<file path="config.mk">
export PLATFORM = sky130hd
export DESIGN_NAME = kl_arb2
export DESIGN_NICKNAME = d
export VERILOG_FILES = /design/src/rtl/kl_pkg.sv /design/src/rtl/kl_rr_arb2.sv /design/src/rtl/kl_arb2.sv
export SDC_FILE = /design/constraint.sdc
export NUM_CORES = 1
export LEC_CHECK = 0
export CAP_MARGIN = 20
export CORE_AREA = 2 2 215 217
export CTS_BUF_LIST = sky130_fd_sc_hd__clkbuf_8
export DETAILED_ROUTE_END_ITERATION = 7
export DIE_AREA = 0 0 217 219
export GPL_ROUTABILITY_DRIVEN = 0
export PLACE_DENSITY_LB_ADDON = 0.3
export SLEW_MARGIN = 30
export SYNTH_ARGS = -nofsm -noshare
export SYNTH_HDL_FRONTEND = slang
export SYNTH_SLANG_ARGS = --single-unit
</file>
<file path="constraint.sdc">
create_clock -name clk -period 4.1 [get_ports clk]
set_input_delay 0.41 -clock clk [delete_from_list [all_inputs] [get_ports clk]]
set_output_delay 0.41 -clock clk [all_outputs]
set_load 0.01 [all_outputs]
</file>
<file path="src/rtl/kl_pkg.sv">
`default_nettype none
// ============================================================================
// Module   : kl_pkg
// Brief    : KL bus field widths, request record and arbiter FSM encoding.
// Revision : 1.0
// ============================================================================
package kl_pkg;

   localparam int KL_ADDR_W = 32;
   localparam int KL_DATA_W = 64;
   localparam int KL_MASK_W = 8;
   localparam int KL_SIZE_W = 3;
   localparam int KL_ID_W   = 5;

   typedef enum logic [0:0] {
      ST_IDLE  = 1'b0,
      ST_ISSUE = 1'b1
   } kl_state_e;

   // 113 bits: everything the downstream request carries except valid
   typedef struct packed {
      logic [KL_ADDR_W-1:0] addr;
      logic                 wen;
      logic [KL_DATA_W-1:0] wdata;
      logic [KL_MASK_W-1:0] wmask;
      logic [KL_SIZE_W-1:0] size;
      logic [KL_ID_W-1:0]   srcid;
   } kl_req_t;

endpackage
`default_nettype wire

</file>
<file path="src/rtl/kl_rr_arb2.sv">
`default_nettype none
// ============================================================================
// Module   : kl_rr_arb2
// Brief    : Two-way round-robin grant from an eligible vector and last grant.
// Revision : 1.0
// ============================================================================
module kl_rr_arb2 (
   input  logic [1:0] i_eligible,
   input  logic       i_last_grant,
   output logic [1:0] o_grant,
   output logic       o_grant_idx
);

   always_comb begin
      o_grant = 2'b00;
      case (i_eligible)
         2'b01:   o_grant = 2'b01;
         2'b10:   o_grant = 2'b10;
         // On a tie the master that did not win last time goes first
         2'b11:   o_grant = i_last_grant ? 2'b01 : 2'b10;
         default: o_grant = 2'b00;
      endcase
   end

   assign o_grant_idx = o_grant[1];

endmodule
`default_nettype wire

</file>
<file path="src/rtl/kl_arb2.sv">
`default_nettype none
// ============================================================================
// Module   : kl_arb2
// Brief    : Two-master KL request arbiter with one outstanding request per
//            master and dstid-based response routing.
// Revision : 1.0
// ============================================================================
module kl_arb2
   import kl_pkg::*;
#(
   parameter logic [KL_ID_W-1:0] SRCID0 = 5'd0,
   parameter logic [KL_ID_W-1:0] SRCID1 = 5'd1
) (
   input  logic                 clk,
   input  logic                 rst,

   input  logic [KL_ADDR_W-1:0] m0_req_addr,
   input  logic                 m0_req_wen,
   input  logic [KL_DATA_W-1:0] m0_req_wdata,
   input  logic [KL_MASK_W-1:0] m0_req_wmask,
   input  logic [KL_SIZE_W-1:0] m0_req_size,
   input  logic                 m0_req_valid,
   output logic                 m0_req_ready,
   output logic [KL_DATA_W-1:0] m0_resp_rdata,
   output logic                 m0_resp_ren,
   output logic [KL_SIZE_W-1:0] m0_resp_size,
   output logic                 m0_resp_valid,
   input  logic                 m0_resp_ready,

   input  logic [KL_ADDR_W-1:0] m1_req_addr,
   input  logic                 m1_req_wen,
   input  logic [KL_DATA_W-1:0] m1_req_wdata,
   input  logic [KL_MASK_W-1:0] m1_req_wmask,
   input  logic [KL_SIZE_W-1:0] m1_req_size,
   input  logic                 m1_req_valid,
   output logic                 m1_req_ready,
   output logic [KL_DATA_W-1:0] m1_resp_rdata,
   output logic                 m1_resp_ren,
   output logic [KL_SIZE_W-1:0] m1_resp_size,
   output logic                 m1_resp_valid,
   input  logic                 m1_resp_ready,

   output logic [KL_ADDR_W-1:0] bus_req_addr,
   output logic                 bus_req_wen,
   output logic [KL_DATA_W-1:0] bus_req_wdata,
   output logic [KL_MASK_W-1:0] bus_req_wmask,
   output logic [KL_SIZE_W-1:0] bus_req_size,
   output logic [KL_ID_W-1:0]   bus_req_srcid,
   output logic                 bus_req_valid,
   input  logic                 bus_req_ready,

   input  logic [KL_DATA_W-1:0] bus_resp_rdata,
   input  logic                 bus_resp_ren,
   input  logic [KL_SIZE_W-1:0] bus_resp_size,
   input  logic [KL_ID_W-1:0]   bus_resp_dstid,
   input  logic                 bus_resp_valid,
   output logic                 bus_resp_ready,

   output logic                 err_dstid
);

   kl_state_e  r_state;
   kl_state_e  w_state_nxt;
   logic [1:0] r_pend;
   logic       r_last_grant;
   logic       r_err_dstid;
   kl_req_t    r_req;

   logic [1:0] w_eligible;
   logic [1:0] w_arb_grant;
   logic       w_arb_idx;
   logic [1:0] w_grant;
   kl_req_t    w_sel_req;

   logic       w_hit0;
   logic       w_hit1;
   logic       w_resp_hs;
   logic [1:0] w_resp_clr;
   logic       w_resp_bad;

   // ------------------------------------------------------------------
   // Request arbitration
   // ------------------------------------------------------------------
   assign w_eligible = {m1_req_valid & ~r_pend[1], m0_req_valid & ~r_pend[0]};

   kl_rr_arb2 u_rr_arb2 (
      .i_eligible   (w_eligible),
      .i_last_grant (r_last_grant),
      .o_grant      (w_arb_grant),
      .o_grant_idx  (w_arb_idx)
   );

   assign w_grant      = (r_state == ST_IDLE && !rst) ? w_arb_grant : 2'b00;
   assign m0_req_ready = w_grant[0];
   assign m1_req_ready = w_grant[1];

   always_comb begin
      w_sel_req = '0;
      if (w_arb_idx) begin
         w_sel_req.addr  = m1_req_addr;
         w_sel_req.wen   = m1_req_wen;
         w_sel_req.wdata = m1_req_wdata;
         w_sel_req.wmask = m1_req_wmask;
         w_sel_req.size  = m1_req_size;
         w_sel_req.srcid = SRCID1;
      end else begin
         w_sel_req.addr  = m0_req_addr;
         w_sel_req.wen   = m0_req_wen;
         w_sel_req.wdata = m0_req_wdata;
         w_sel_req.wmask = m0_req_wmask;
         w_sel_req.size  = m0_req_size;
         w_sel_req.srcid = SRCID0;
      end
   end

   // ------------------------------------------------------------------
   // Issue FSM
   // ------------------------------------------------------------------
   always_ff @(posedge clk) begin
      if (rst) begin
         r_state <= ST_IDLE;
      end else begin
         r_state <= w_state_nxt;
      end
   end

   always_comb begin
      w_state_nxt   = r_state;
      bus_req_valid = 1'b0;
      case (r_state)
         ST_IDLE: begin
            if (|w_grant) begin
               w_state_nxt = ST_ISSUE;
            end
         end
         ST_ISSUE: begin
            bus_req_valid = 1'b1;
            // Handshake cycle never re-grants, so at most one request per two cycles
            if (bus_req_ready) begin
               w_state_nxt = ST_IDLE;
            end
         end
         default: begin
            w_state_nxt = ST_IDLE;
         end
      endcase
   end

   // Held request fields need no reset: they are only visible while valid
   always_ff @(posedge clk) begin
      if (|w_grant) begin
         r_req <= w_sel_req;
      end
   end

   assign bus_req_addr  = r_req.addr;
   assign bus_req_wen   = r_req.wen;
   assign bus_req_wdata = r_req.wdata;
   assign bus_req_wmask = r_req.wmask;
   assign bus_req_size  = r_req.size;
   assign bus_req_srcid = r_req.srcid;

   // ------------------------------------------------------------------
   // Response routing
   // ------------------------------------------------------------------
   assign w_hit0 = (bus_resp_dstid == SRCID0);
   assign w_hit1 = !w_hit0 && (bus_resp_dstid == SRCID1);

   assign m0_resp_valid = bus_resp_valid & w_hit0;
   assign m1_resp_valid = bus_resp_valid & w_hit1;
   assign m0_resp_rdata = bus_resp_rdata;
   assign m0_resp_ren   = bus_resp_ren;
   assign m0_resp_size  = bus_resp_size;
   assign m1_resp_rdata = bus_resp_rdata;
   assign m1_resp_ren   = bus_resp_ren;
   assign m1_resp_size  = bus_resp_size;

   // Unmatched responses are accepted and dropped so the bus cannot stall
   always_comb begin
      bus_resp_ready = 1'b1;
      if (rst) begin
         bus_resp_ready = 1'b0;
      end else if (w_hit0) begin
         bus_resp_ready = m0_resp_ready;
      end else if (w_hit1) begin
         bus_resp_ready = m1_resp_ready;
      end
   end

   assign w_resp_hs  = bus_resp_valid & bus_resp_ready;
   assign w_resp_clr = {w_resp_hs & w_hit1, w_resp_hs & w_hit0};
   assign w_resp_bad = w_resp_hs & ~w_hit0 & ~w_hit1;

   // ------------------------------------------------------------------
   // Pending, last-grant and error state
   // ------------------------------------------------------------------
   always_ff @(posedge clk) begin
      if (rst) begin
         r_pend       <= 2'b00;
         r_last_grant <= 1'b1;
         r_err_dstid  <= 1'b0;
      end else begin
         r_pend <= (r_pend & ~w_resp_clr) | w_grant;
         if (|w_grant) begin
            r_last_grant <= w_arb_idx;
         end
         if (w_resp_bad) begin
            r_err_dstid <= 1'b1;
         end
      end
   end

   assign err_dstid = r_err_dstid;

endmodule
`default_nettype wire
</file>
==> metrics.md, run 1 <==
| Metric | Value |
|---|---|
| Status | `completed` |
| Total setup buffers inserted after CTS | `0` |
| Hold Crit Depth | `2` |
| Clock tree sinks | `114` |
| Post-Syn Instances | `402` |
| Most common cell after layout, fill and taps aside | `clkdlybuf4s50_1` |
| Area growth syn-to-layout | `61.2%` |
| Worst R2R Path Depth | `5` |
| Worst hold path type | `flip-flop to flip-flop` |
| Skew final | `7.78 ps` |
| Reg-to-Reg Start | `r_pend[1]` |
| I/O Buffers | `344` |
| Clock-pin slew on the worst setup and hold paths | `80 ps` |
| Die Span X | `217 um` |
| CP required | `3690 ps` |
| Setup crit start | `rst` |
| DR vias/cell | `3.19` |
| Final Setup Violations | `0` |
| Boundary Pins | `553` |
| Worst Hold Launch | `err_dstid` |
| Max Freq | `369 MHz` |
| Crit end category | `output port` |
| Register area share after synthesis | `57.0%` |
| Yosys warns | `0` |
| Number of buffers created by CTS | `17` |
| Largest net degree at the start of global routing | `49` |
| CP peak stage delay | `600 ps` |
| Switching power | `0.000867 W` |
| DRT Pass-1 Iters | `4` |
| Final hold viol count | `0` |
| Sequential power share | `42.5%` |
| Comb pwr share | `21.2%` |
| CP arrival | `2300 ps` |
| Clock H-tree levels | `4` |
| WL final | `22.1 mm` |
| Switching Share | `25.6%` |
| Max cap viols | `0` |
| Leak | `3.18 nW` |
| DIE AREA | `0.0475 sq mm` |
| Filler cells | `4853` |
| Synthesized area per cell | `14.7 sq um` |
| Unrepaired setup endpoints after global routing | `no` |
| Final Util | `21.2%` |
| Total grt overflow | `0` |
| Cell variety after synth | `29` |
| Fin nets | `921` |
| Vias | `3949` |
| Pwr dens | `355 mW/mm^2` |
| Int Pwr | `0.00252 W` |
| Post-CTS Hold Fix Bufs | `0` |
| Share of layout cells above drive strength 1 | `6.75%` |
| CP max FO | `6` |
| Die height | `219 um` |
| CTS tree | `yes` |
| Starting DRT DRC Count | `155` |
| Site Rows | `78` |
| Final Max Tran Viols | `0` |
| VDD IR max | `0.172 mV` |
| CP dominant cell by count | `clkdlybuf4s50_1` |
| Reg area | `0.00337 sq mm` |
| Area of the multi-input gates | `0.00143 sq mm` |
| Worst-path cell chain | `clkdlybuf4s50_1, nor2_1, o211a_1, clkdlybuf4s50_1` |
| Final TNS setup | `0 ps` |
| Clock power frac | `36.2%` |
| Clock root buffer | `clkbuf_8` |
| Post-DP HPWL | `17.6 mm` |
| Tot GR Track Use | `9.05%` |
| Non-Filler Instances | `1238` |
| Post-route minimum period | `2710 ps` |
| Crit-path slowest cell | `clkdlybuf4s50_1` |
| Critical Setup Path Class | `input port to output port` |
| Synth Register Bits | `114` |
| Drt wl/cell | `17.9 um` |
| Vias in the first global route | `4131` |
| Synth Cell Area | `0.00592 sq mm` |
| Post-CTS Resized | `0` |
| CP Launch Type | `input port` |
| Max Root-Sink Buffers | `2` |
| DP Cell Count | `1205` |
| First-pass GRT wire length | `29.5 mm` |
| Initial antenna violation count | `3` |
| DR DRC count | `0` |
| Antenna-violating nets left | `0` |
| Clock latency on the worst-skew pair | `510 ps` |
| CORE AREA | `0.0451 sq mm` |
| Tcrit/Tclk final | `66.1%` |
| Initial Utilization | `13.1%` |
| Most frequent cells in the layout | `344 x clkdlybuf4s50_1, 109 x edfxtp_1, 108 x mux2_1, 17 x clkbuf_8` |
registers in the layout, indices dropped and copies added, names as in the netlist:
register,count
bus_req_wdata,64
bus_req_addr,32
bus_req_wmask,8
bus_req_size,3
r_pend,2
bus_req_srcid,1
bus_req_wen,1
err_dstid,1
r_last_grant,1
r_state,1
worst max-delay path: cells and delay by family:
kind,cells,cell delay [ps]
and+or+nand+nor,1,460
buffers and inverters,2,1170
AOI/OAI and AO/OA,1,250
per-layer routing:
| layer | share of wire [%] | GRT usage [%] | vias to the layer above |
|---|---|---|---|
| li1 | - | - | 1751 |
| met1 | 32 | 7.86 | 1799 |
| met2 | 50 | 15.5 | 320 |
| met3 | 14 | 5.59 | 77 |
| met4 | 4.3 | 5.98 | 2 |
| met5 | 0.059 | 0 | - |
power by group through the flow:
stage	logic (W)	clock network, W	registers [W]
global route	0.000771	0.00134	0.00145
detailed placement	0.000735	0	0.00147
floorplan	0.000350	0	0.00152
global placement	0.000733	0	0.00147
finish	0.000720	0.00123	0.00144
CTS	0.000739	0.00131	0.00144
cells in the mapped netlist:
cell type | n | area (sq um)
nor2b_1 | 1 | 6.26
a31o_1 | 1 | 8.76
nor2b_4 | 1 | 13.8
edfxtp_1 | 109 | 3270
o21a_1 | 1 | 7.51
mux2i_1 | 1 | 10.0
and2_1 | 1 | 6.26
a21oi_2 | 1 | 8.76
conb_1 | 1 | 3.75
a211oi_1 | 1 | 7.51
dfxtp_1 | 5 | 100
a221o_1 | 1 | 10.0
nand2b_1 | 1 | 6.26
buf_4 | 148 | 1110
buf_2 | 3 | 15.0
a32o_1 | 1 | 10.0
o211a_1 | 1 | 10.0
or4_1 | 1 | 7.51
a21oi_1 | 2 | 10.0
mux2_1 | 108 | 1220
and3_1 | 1 | 6.26
nand2_1 | 2 | 7.51
nor4_2 | 1 | 12.5
buf_6 | 1 | 11.3
nor3_1 | 1 | 5.00
nand4_1 | 1 | 6.26
nor2_1 | 3 | 11.3
inv_1 | 2 | 7.51
nand4b_1 | 1 | 8.76
final cells by class:
class | instances | area share, %
Timing Repair Buffer | 352 | 37.1
Antenna cell | 1 | 0.0262
Clock buffer | 17 | 2.45
Multi-Input combinational cell | 137 | 14.9
Inverter | 2 | 0.0787
Sequential cell | 114 | 35.4
Clock inverter | 15 | 2.16
Tap cell | 600 | 7.87
through the flow:
stage               power [W]  setup WS, ps  hold slack (ps)  instance area (sq um)
floorplan             0.00187           549              482                   5930
global placement      0.00220          1330              481                   9100
detailed placement    0.00221          1320              464                   9100
global route          0.00356          1320              481                   9540
CTS                   0.00349          1330              420                   9540
finish                0.00339          1390              491                   9540
cell families after synthesis:
group	count (synthesis)	synth area share (%)
AND/OR/NAND/NOR	15	1.65
multiplexers	109	20.7
flip-flops	114	57.0
buffers and inverters	154	19.3
AO/OA/AOI/OAI	9	1.23
other	1	0.0634
path summary, 6_finish.rpt:
check	end	slack, ps
setup / recovery	m0_req_ready	1390
hold / removal	err_dstid	490
setup reg to reg	bus_req_addr[24]	1910
hold reg to reg	err_dstid	490
(Power assumes the default switching activity.)
==> run 2, diff against run 1 <==
clock period = 2.8 ns   (was 4.1 ns; I/O delays follow)
==> metrics.md, run 2 (synthesis gave the netlist of run 1 again) <==
| Metric | Value |
|---|---|
| Reg2reg setup slack | `1050 ps (was 1910 ps)` |
| Max Root-Sink Buffers | `2 (unchanged)` |
| Max Freq | `403 MHz` |
| Clock H-tree levels | `4 (unchanged)` |
| Number of buffers created by CTS | `17 (unchanged)` |
| CTS tree | `yes (unchanged)` |
| Clock root buffer | `clkbuf_8 (unchanged)` |
| Largest register FFs | `64 (unchanged)` |
| Reg-to-reg endpoint | `bus_req_addr[8] (was bus_req_addr[24])` |
| CP top delay family | `buffers and inverters (unchanged)` |
| Vias | `3883 (was 3949)` |
| CP Depth | `5 (was 4)` |
| DIE AREA | `0.0475 sq mm (unchanged)` |
| Most frequent cells in the layout | `344 x clkdlybuf4s50_1, 109 x edfxtp_1, 108 x mux2_1, 17 x clkbuf_8, 6 x buf_12 (was 344 x clkdlybuf4s50_1, 109 x edfxtp_1, 108 x mux2_1, 17 x clkbuf_8)` |
| Post-route minimum period | `2480 ps` |
| Boundary Pins | `553 (unchanged)` |
| Crit-path slowest cell | `clkdlybuf4s50_1 (unchanged)` |
| Post-CTS Hold Fix Bufs | `0 (unchanged)` |
| Leak | `3.19 nW (was 3.18 nW)` |
| Met1 WL | `6.89 mm (was 7.00 mm)` |
| Ant. Diodes | `0 (was 1)` |
| First-pass GRT wire length | `30.2 mm (was 29.5 mm)` |
| Unrepaired setup endpoints after global routing | `no (unchanged)` |
| CP arrival | `2200 ps (was 2300 ps)` |
| DR DRC count | `0 (unchanged)` |
| CP dominant cell by count | `clkdlybuf4s50_1 (unchanged)` |
| Share of layout cells above drive strength 1 | `7.19% (was 6.75%)` |
| Pwr Total | `0.00481 W (was 0.00339 W)` |
| Final hold viol count | `0 (unchanged)` |
| Filler cells | `4845 (was 4853)` |
| Setup crit start | `bus_resp_dstid[1] (was rst)` |
| DR vias/cell | `3.13 (was 3.19)` |
| Die Span X | `217 um (unchanged)` |
| Clock latency on the worst-skew pair | `510 ps (about the same)` |
| Fin nets | `924 (was 921)` |
| CORE AREA | `0.0451 sq mm (unchanged)` |
| Most common cell after layout, fill and taps aside | `clkdlybuf4s50_1 (unchanged)` |
| Top sig layer | `met4 (was met5)` |
| Max cap viols | `0 (unchanged)` |
| Worst-path cell chain | `clkdlybuf4s50_1, nor4_2, nand2_1, nor2_1, clkdlybuf4s50_1 (was clkdlybuf4s50_1, nor2_1, o211a_1, clkdlybuf4s50_1)` |
| Worst path bufs/invs | `2 (unchanged)` |
| Die height | `219 um (unchanged)` |
| DRT Pass-1 Iters | `4 (unchanged)` |
| Clock tree sinks | `114 (unchanged)` |
| Area growth syn-to-layout | `61.4% (was 61.2%)` |
| CP Launch Type | `input port (unchanged)` |
| Skew final | `12.3 ps (was 7.78 ps)` |
| Initial Utilization | `13.1% (unchanged)` |
| Total grt overflow | `0 (unchanged)` |
| Crit path capture | `m0_resp_valid (was m0_req_ready)` |
| Status | `completed (unchanged)` |
| Routed wl met2 | `12.2 mm (was 11.0 mm)` |
| Vias in the first global route | `4167 (was 4131)` |
| Critical Setup Path Class | `input port to output port (unchanged)` |
| Post-DP HPWL | `18.6 mm (was 17.6 mm)` |
| Antenna-violating nets left | `0 (unchanged)` |
| Tot GR Track Use | `9.43% (was 9.05%)` |
| CP peak stage delay | `610 ps (was 600 ps)` |
| Final Setup Violations | `0 (unchanged)` |
| Post-CTS Resized | `0 (unchanged)` |
| Tcrit/Tclk final | `88.7%` |
| Final Max Tran Viols | `0 (unchanged)` |
| CP max FO | `5 (was 6)` |
| Pwr dens | `503 mW/mm^2 (was 355 mW/mm^2)` |
| Worst hold path type | `input port to flip-flop (was flip-flop to flip-flop)` |
| Crit end category | `output port (unchanged)` |
| Drt wl/cell | `18.6 um (was 17.9 um)` |
| Area of the multi-input gates | `0.00143 sq mm (unchanged)` |
| CP required | `2520 ps (was 3690 ps)` |
| VDD IR max | `0.257 mV (was 0.172 mV)` |
| Worst R2R Path Depth | `5 (unchanged)` |
| Initial antenna violation count | `0 (was 3)` |
| Total setup buffers inserted after CTS | `0 (unchanged)` |
| Wire length on met3 | `3.11 mm (was 3.10 mm)` |
| Largest net degree at the start of global routing | `44 (was 49)` |
| Starting DRT DRC Count | `132 (was 155)` |
| Clock-pin slew on the worst setup and hold paths | `80 ps (about the same)` |
| WL final | `23.1 mm (was 22.1 mm)` |
| Site Rows | `78 (unchanged)` |
| Reg area | `0.00337 sq mm (unchanged)` |
| I/O Buffers | `344 (unchanged)` |
| Final TNS setup | `0 ps (unchanged)` |
| Reg-to-Reg Start | `r_pend[1] (unchanged)` |
run 2: cell count changes in the layout (fill, tap and decap cells not counted), sizes merged:
cell / change
diode: -1
bufinv: -2
clkinv: +2
buf: +3
run 2: where the power goes:
part	internal (W)	leakage (nW)	total [W]	switching, W
registers	0.00206	1.06	0.00211	0.0000441
logic	0.000671	1.94	0.00107	0.000403
clock network	0.000794	0.190	0.00162	0.000830
total	0.00353	3.19	0.00481	0.00128
run 2: cell type report:
cell class	instances	share of cell area, %
Timing Repair Buffer	355	37.7
Sequential cell	114	35.3
Multi-Input combinational cell	137	14.9
Tap cell	600	7.86
Clock buffer	17	2.45
Clock inverter	15	1.68
Inverter	2	0.0786
run 2: per-layer routing:
layer,global-route usage (%),vias up
met1,7.70,1732
met4,5.73,0
li1,-,1761
met2,17.1,320
met5,0,-
met3,5.74,70
run 2: how the worst min path moves through the flow:
stage	end	depth (start not counted)	from
floorplan	err_dstid	1	rst
global placement	err_dstid	2	err_dstid
detailed placement	err_dstid	2	err_dstid
CTS	r_state	2	bus_req_ready
global route	r_state	2	bus_req_ready
finish	r_state	2	bus_req_ready
run 2: through the flow:
| stage | hold WS (ps) | util [%] | worst slack [ps] | instance area [sq um] | instances |
|---|---|---|---|---|---|
| 5_1_grt | 320 | 21.2 | 216 | 9550 | 1240 |
| 2_1_floorplan | 352 | - | 387 | 5930 | 405 |
| 3_3_place_gp | 464 | 20.3 | 270 | 9160 | 1208 |
| 4_1_cts | 268 | 21.2 | 280 | 9550 | 1240 |
| 3_5_place_dp | 472 | 20.3 | 294 | 9160 | 1208 |
| 6_report | 360 | 21.2 | 316 | 9550 | 1240 |
